===== src/rtl/tp_pkg.sv =====
// Shared definitions for the tp_placar score display: result class codes,
// display FSM state encoding and the digit-to-segment table.
package tp_pkg;

  localparam logic [1:0] TIPO_NULO = 2'b00;
  localparam logic [1:0] TIPO_ADJ  = 2'b01;
  localparam logic [1:0] TIPO_COMP = 2'b10;
  localparam logic [1:0] TIPO_ADV  = 2'b11;

  typedef enum logic {
    ST_NORMAL   = 1'b0,
    ST_DESTAQUE = 1'b1
  } disp_state_t;

  // Active-low {g,f,e,d,c,b,a}; anything above 9 blanks the digit.
  function automatic logic [6:0] seg_of_digit(input logic [3:0] d);
    logic [6:0] s;
    case (d)
      4'd0:    s = 7'b1000000;
      4'd1:    s = 7'b1111001;
      4'd2:    s = 7'b0100100;
      4'd3:    s = 7'b0110000;
      4'd4:    s = 7'b0011001;
      4'd5:    s = 7'b0010010;
      4'd6:    s = 7'b0000010;
      4'd7:    s = 7'b1111000;
      4'd8:    s = 7'b0000000;
      4'd9:    s = 7'b0010000;
      default: s = 7'b1111111;
    endcase
    return s;
  endfunction

endpackage


===== src/rtl/decod_7seg.sv =====
// Combinational BCD digit to active-low 7-segment decoder.
module decod_7seg
  import tp_pkg::*;
(
  input  logic [3:0] digit_i,
  output logic [6:0] seg_o
);

  assign seg_o = seg_of_digit(digit_i);

endmodule


===== src/rtl/tp_placar.sv =====
// Per-class decimal result counters with a highlight display of the latest capture.
// Optional automatic display rotation is enabled by defining TP_PLACAR_AUTO_ROTATE_EN.
module tp_placar
  import tp_pkg::*;
#(
  parameter int DESTAQUE_CICLOS = 8,
  parameter int ROT_CICLOS      = 16
) (
  input  logic       clk,
  input  logic       reset,
  input  logic       fim,
  input  logic [1:0] tipo,
  input  logic       sel,
  output logic [6:0] display,
  output logic [1:0] tipo_exibido,
  output logic       novo
);

  if (DESTAQUE_CICLOS < 1 || ROT_CICLOS < 1) begin : g_bad_param
    $error("tp_placar: DESTAQUE_CICLOS and ROT_CICLOS must be at least 1");
  end

  localparam int TW = (DESTAQUE_CICLOS > 1) ? $clog2(DESTAQUE_CICLOS) : 1;
  localparam logic [TW-1:0] TIMER_LOAD = TW'(DESTAQUE_CICLOS - 1);

  logic              fim_q, sel_q;
  logic              novo_q;
  logic [3:0]        cnt_q [4];
  logic [1:0]        sel_r_q, sel_r_d;
  logic [1:0]        tipo_dest_q;
  logic [TW-1:0]     timer_q;
  disp_state_t       state_q;
  logic              captura, passo;
  logic [3:0]        digito;

  assign captura = fim & ~fim_q;
  assign passo   = sel & ~sel_q;

`ifdef TP_PLACAR_AUTO_ROTATE_EN
  localparam int RW = (ROT_CICLOS > 1) ? $clog2(ROT_CICLOS) : 1;
  logic [RW-1:0] rot_q, rot_d;
  logic          rot_tick;

  // A manual step restarts the rotation period; the period only runs in NORMAL.
  always_comb begin
    rot_d    = rot_q;
    rot_tick = 1'b0;
    if (passo) begin
      rot_d = '0;
    end else if (state_q == ST_NORMAL) begin
      if (rot_q == RW'(ROT_CICLOS - 1)) begin
        rot_d    = '0;
        rot_tick = 1'b1;
      end else begin
        rot_d = rot_q + RW'(1);
      end
    end
  end

  always_ff @(posedge clk) begin
    if (reset) rot_q <= '0;
    else       rot_q <= rot_d;
  end

  assign sel_r_d = sel_r_q + {1'b0, passo | rot_tick};
`else
  assign sel_r_d = sel_r_q + {1'b0, passo};
`endif

  always_ff @(posedge clk) begin
    if (reset) begin
      fim_q       <= 1'b0;
      sel_q       <= 1'b0;
      novo_q      <= 1'b0;
      for (int i = 0; i < 4; i++) cnt_q[i] <= 4'd0;
      sel_r_q     <= 2'b00;
      tipo_dest_q <= TIPO_NULO;
      timer_q     <= '0;
      state_q     <= ST_NORMAL;
    end else begin
      fim_q   <= fim;
      sel_q   <= sel;
      novo_q  <= captura;
      sel_r_q <= sel_r_d;
      if (captura) cnt_q[tipo] <= (cnt_q[tipo] == 4'd9) ? 4'd0 : cnt_q[tipo] + 4'd1;
      case (state_q)
        ST_NORMAL: begin
          if (captura) begin
            state_q     <= ST_DESTAQUE;
            tipo_dest_q <= tipo;
            timer_q     <= TIMER_LOAD;
          end
        end
        ST_DESTAQUE: begin
          // A new capture restarts the full dwell on the new class.
          if (captura) begin
            tipo_dest_q <= tipo;
            timer_q     <= TIMER_LOAD;
          end else if (timer_q == '0) begin
            state_q <= ST_NORMAL;
          end else begin
            timer_q <= timer_q - TW'(1);
          end
        end
        default: state_q <= ST_NORMAL;
      endcase
    end
  end

  assign tipo_exibido = (state_q == ST_DESTAQUE) ? tipo_dest_q : sel_r_q;
  assign digito       = cnt_q[tipo_exibido];
  assign novo         = novo_q;

  decod_7seg u_decod (
    .digit_i (digito),
    .seg_o   (display)
  );

endmodule


===== config.mk =====
export PLATFORM = sky130hd
export DESIGN_NAME = tp_placar
export DESIGN_NICKNAME = d
export VERILOG_FILES = /design/src/rtl/tp_pkg.sv /design/src/rtl/decod_7seg.sv /design/src/rtl/tp_placar.sv
export SDC_FILE = /design/constraint.sdc
export NUM_CORES = 1
export LEC_CHECK = 0
export ABC_AREA = 1
export BUFFER_PORTS_ARGS = -buffer_cell sky130_fd_sc_hd__buf_2
export CAP_MARGIN = 20
export CORE_ASPECT_RATIO = 0.5
export CORE_MARGIN = 4
export CORE_UTILIZATION = 45
export DETAILED_ROUTE_END_ITERATION = 16
export PLACE_DENSITY_LB_ADDON = 0.15
export SKIP_CTS_REPAIR_TIMING = 1
export SKIP_LAST_GASP = 1
export SYNTH_ARGS = -nofsm -noshare
export SYNTH_HDL_FRONTEND = slang
export SYNTH_SLANG_ARGS = --single-unit

===== constraint.sdc =====
create_clock -name clk -period 2.2 [get_ports clk]
set_input_delay 0.11 -clock clk [delete_from_list [all_inputs] [get_ports clk]]
set_output_delay 0.11 -clock clk [all_outputs]
set_load 0.01 [all_outputs]

==> metrics.csv <==
stage;metric;value;unit
outcome;status;completed;
placement;post-DP HPWL;2760;um
critical_path;critical path class;reg2out;
timing;Hold WS;0.0550;ns
critical_path;Max stage delay on crit path;0.39;ns
clock_tree;CTS Buffer Depth;2;
synthesis;Post-Syn Nets;249;
global_routing;gr busiest metal;met2;
clock_tree;clk_lat worst skew;0.27;ns
synthesis;Synth Instances;232;
routing;drt drc;0;
finish;Multi-input gate area;905;um2
synthesis;Post-Synth Adder-Cell Area;0.0787;
timing;Final period util;0.941;
critical_path;Worst path depth;12;
global_routing;Overflow after GRT;0;
routing;vias;1416;
finish;layout net count;266;
synthesis;mux share of post-synthesis cell area;0;
synthesis;ys async rst share;0;
timing;fin worst setup slack;0.131;ns
clock_tree;CTS Buf Count;3;
power;PD cells;640;nW/um2
synthesis;count leader, synth;nand2_1;
critical_path;Crit Path Max Fanout;11;
synthesis;Compound-Gate Fraction of Synth Area;0.0479;
timing;headroom to the max-slew limit;0.563;
routing;drt wl/cell;11.8;um
routing;initial drt markers;118;
routing;routed wire length;3530;um
synthesis;top post-synthesis cells by count;nand2_1, nand3_1, inv_1, nor2_1, edfxtp_1;
synthesis;Post-synth EDFFs;16;
critical_path;reg-to-reg setup timing slack;0.56;ns
floorplanning;full die area;5010;um2
floorplanning;Starting Density;0.488;
critical_path;Worst path slowest cell;dfxtp_4;
synthesis;unique cell type count in the Yosys netlist;25;
global_routing;GRT met3 Usage;0.0260;
placement;GPL Wtd Cong;0.884;
synthesis;register bit count reported by yosys;27;
critical_path;family with the most delay on the worst path;simple AND/OR/NAND/NOR gates;
timing;worst slew pin tran;0.650;ns
routing;drt pass-1 iters;4;
power;Static Leak;0.960;nW
floorplanning;Core Area;3580;um2
synthesis;Synth Area in XOR/XNOR;0.0150;
finish;diode count;0;
critical_path;Worst path most repeated cell;nand2_1;
synthesis;synthesized area per cell;7.54;um2
timing;endpoints failing setup;0;
critical_path;CP Launch Type;flop;
clock_tree;CTS tree;done;
critical_path;Worst R2R Start;cnt_q[1][0];
placement;Post-Place Setup Slack;0.265;ns
critical_path;Worst setup EP type;primary output;
timing;count of final hold-check violations;0;
finish;design area;1930;um2
placement;DP Area;1860;um2
global_routing;grt met2 use;0.249;
synthesis;Ys Warns;0;
critical_path;Arr. time, crit path;1.96;ns
clock_tree;clock tree root driver cell;clkbuf_8;
synthesis;largest family of logic cells by synthesized area;simple AND/OR/NAND/NOR gates;
routing;Vias/cell;4.74;
finish;FF/Latch Area;704;um2
floorplanning;Die H;52.1;um
timing;maximum clock rate;483;MHz
timing;min Tclk post-route;2.07;ns
timing;fin. max-slew vios;0;
routing;Routed Antenna Nets;0;
critical_path;worst flop-to-flop path endpoint;cnt_q[0][2];
critical_path;crit path launch;state_q;
synthesis;dominant cells by area after synthesis;edfxtp_1, nand2_1, dfxtp_1;
worst_hold_path;hold crit path type;in2reg;
synthesis;post-synth top area share;0.275;
synthesis;Synth Flop Type;edfxtp_1;
critical_path;WP buf/inv;3;
clock_tree;clock sinks;27;
floorplanning;Die W;96.2;um
clock_tree;clock slew at reported path FFs;0.08;ns
global_routing;largest net degree at the start of global routing;15;
run;max-cap violations;0;
critical_path;CP cell instances;inv_2 -> nand2_1 -> nand2_4 -> nand2_1 -> nand3_1 -> nand2_2 -> inv_1 -> ha_1 -> nand3b_1 -> nand3_1 -> nand2_1 -> buf_2;
synthesis;register area share after synthesis;0.401;
floorplanning;I/O pin count;16;
global_routing;Tot GR Track Use;0.156;
clock_tree;H-tree Lvls;1;
floorplanning;floorplan row count;15;
finish;share of post-route cells with drive strength above 1;0.185;
critical_path;worst setup path end;display[5];
global_routing;first-pass GRT wire length;5950;um
synthesis;Post-Syn Area;1750;um2
synthesis;leading area contributor after synthesis;edfxtp_1;
finish;FILL cells;368;
critical_path;WP data required;2.09;ns
global_routing;met1 layer usage reported by global route;0.217;
critical_path;Worst Reg-to-Reg Cells;9;
synthesis;Synth Area in Simple Gates;0.367;
placement;port buffer count;15;
global_routing;initial antenna violation count;0;
timing;clock skew;0.00519;ns
finish;Area Growth Syn to Fin;10.4;%
power;peak supply drop;0.305;mV
global_routing;vias in the first global route;1279;
-- worst register-to-register path, delay by kind of cell, from the launching register on --
kind / cells / cell delay [ns]
AND/OR/NAND/NOR: 6 / 0.54
XOR/XNOR: 1 / 0.13
adder cells (fa/ha/maj): 1 / 0.18
buffers and inverters: 1 / 0.16
flip-flops: 1 / 0.41
-- cell usage in the layout (no fill, tap or decap), types with 4 or more instances in the layout --
| cell | synthesis | final |
|---|---|---|
| inv_2 | 7 | 7 |
| nand2_1 | 76 | 75 |
| dfxtp_1 | 11 | 10 |
| buf_2 | 1 | 15 |
| nand2_2 | 5 | 5 |
| inv_1 | 26 | 26 |
| o21ai_0 | 4 | 4 |
| nand2_4 | 4 | 5 |
| edfxtp_1 | 16 | 16 |
| ha_1 | 11 | 11 |
| nand3_1 | 28 | 28 |
| nor2_1 | 21 | 21 |
-- state kept, by name (all words and copies together) (netlist names) --
signal,cells
novo,1
fim_q,1
sel_r_q,2
cnt_q,16
tipo_dest_q,2
timer_q,3
sel_q,1
state_q,1
-- through the flow --
stage | std cells | total power [mW] | TNS [ns] | utilization
floorplan | 232 | 0.872 | 0 | -
global placement | 294 | 0.963 | 0 | 0.519
detailed placement | 294 | 0.966 | 0 | 0.519
CTS | 298 | 1.24 | -0.0473 | 0.532
global route | 299 | 1.33 | -0.0368 | 0.539
finish | 299 | 1.24 | 0 | 0.539
-- cell families after synthesis --
| family | after synthesis |
|---|---|
| compound gates | 12 |
| flops | 27 |
| xor+xnor | 3 |
| simple gates | 141 |
| fa+ha+maj | 11 |
| buf+inv | 38 |
-- per-layer routing --
metal  share of wire  vias up
met4          0.0040        0
li1                -      761
met2            0.46       37
met3           0.061        2
met5               0        -
met1            0.47      616
-- layout make-up --
cell class,count,share of cell area
inverters,33,0.0641
clock buffers,4,0.0233
well taps,51,0.0330
repair buffers,17,0.0466
multi-input cells,167,0.468
flip-flops and latches,27,0.365
-- power by group --
group          total [mW]  internal [mW]  switching [mW]
Sequential          0.588          0.567          0.0210
Combinational       0.375          0.137           0.239
Clock               0.274          0.130           0.144
-- worst min path at each step --
stage	startpoint	end	slack [ns]	cells after the start
3_3_place_gp	sel	sel_q	0.33	3
4_1_cts	sel	sel_q	0.05	3
5_1_grt	sel	sel_q	0.06	3
2_1_floorplan	fim	fim_q	0.23	2
3_5_place_dp	sel	sel_q	0.33	3
6_report	sel	sel_q	0.05	3
Power figures use the tool's default switching activity.
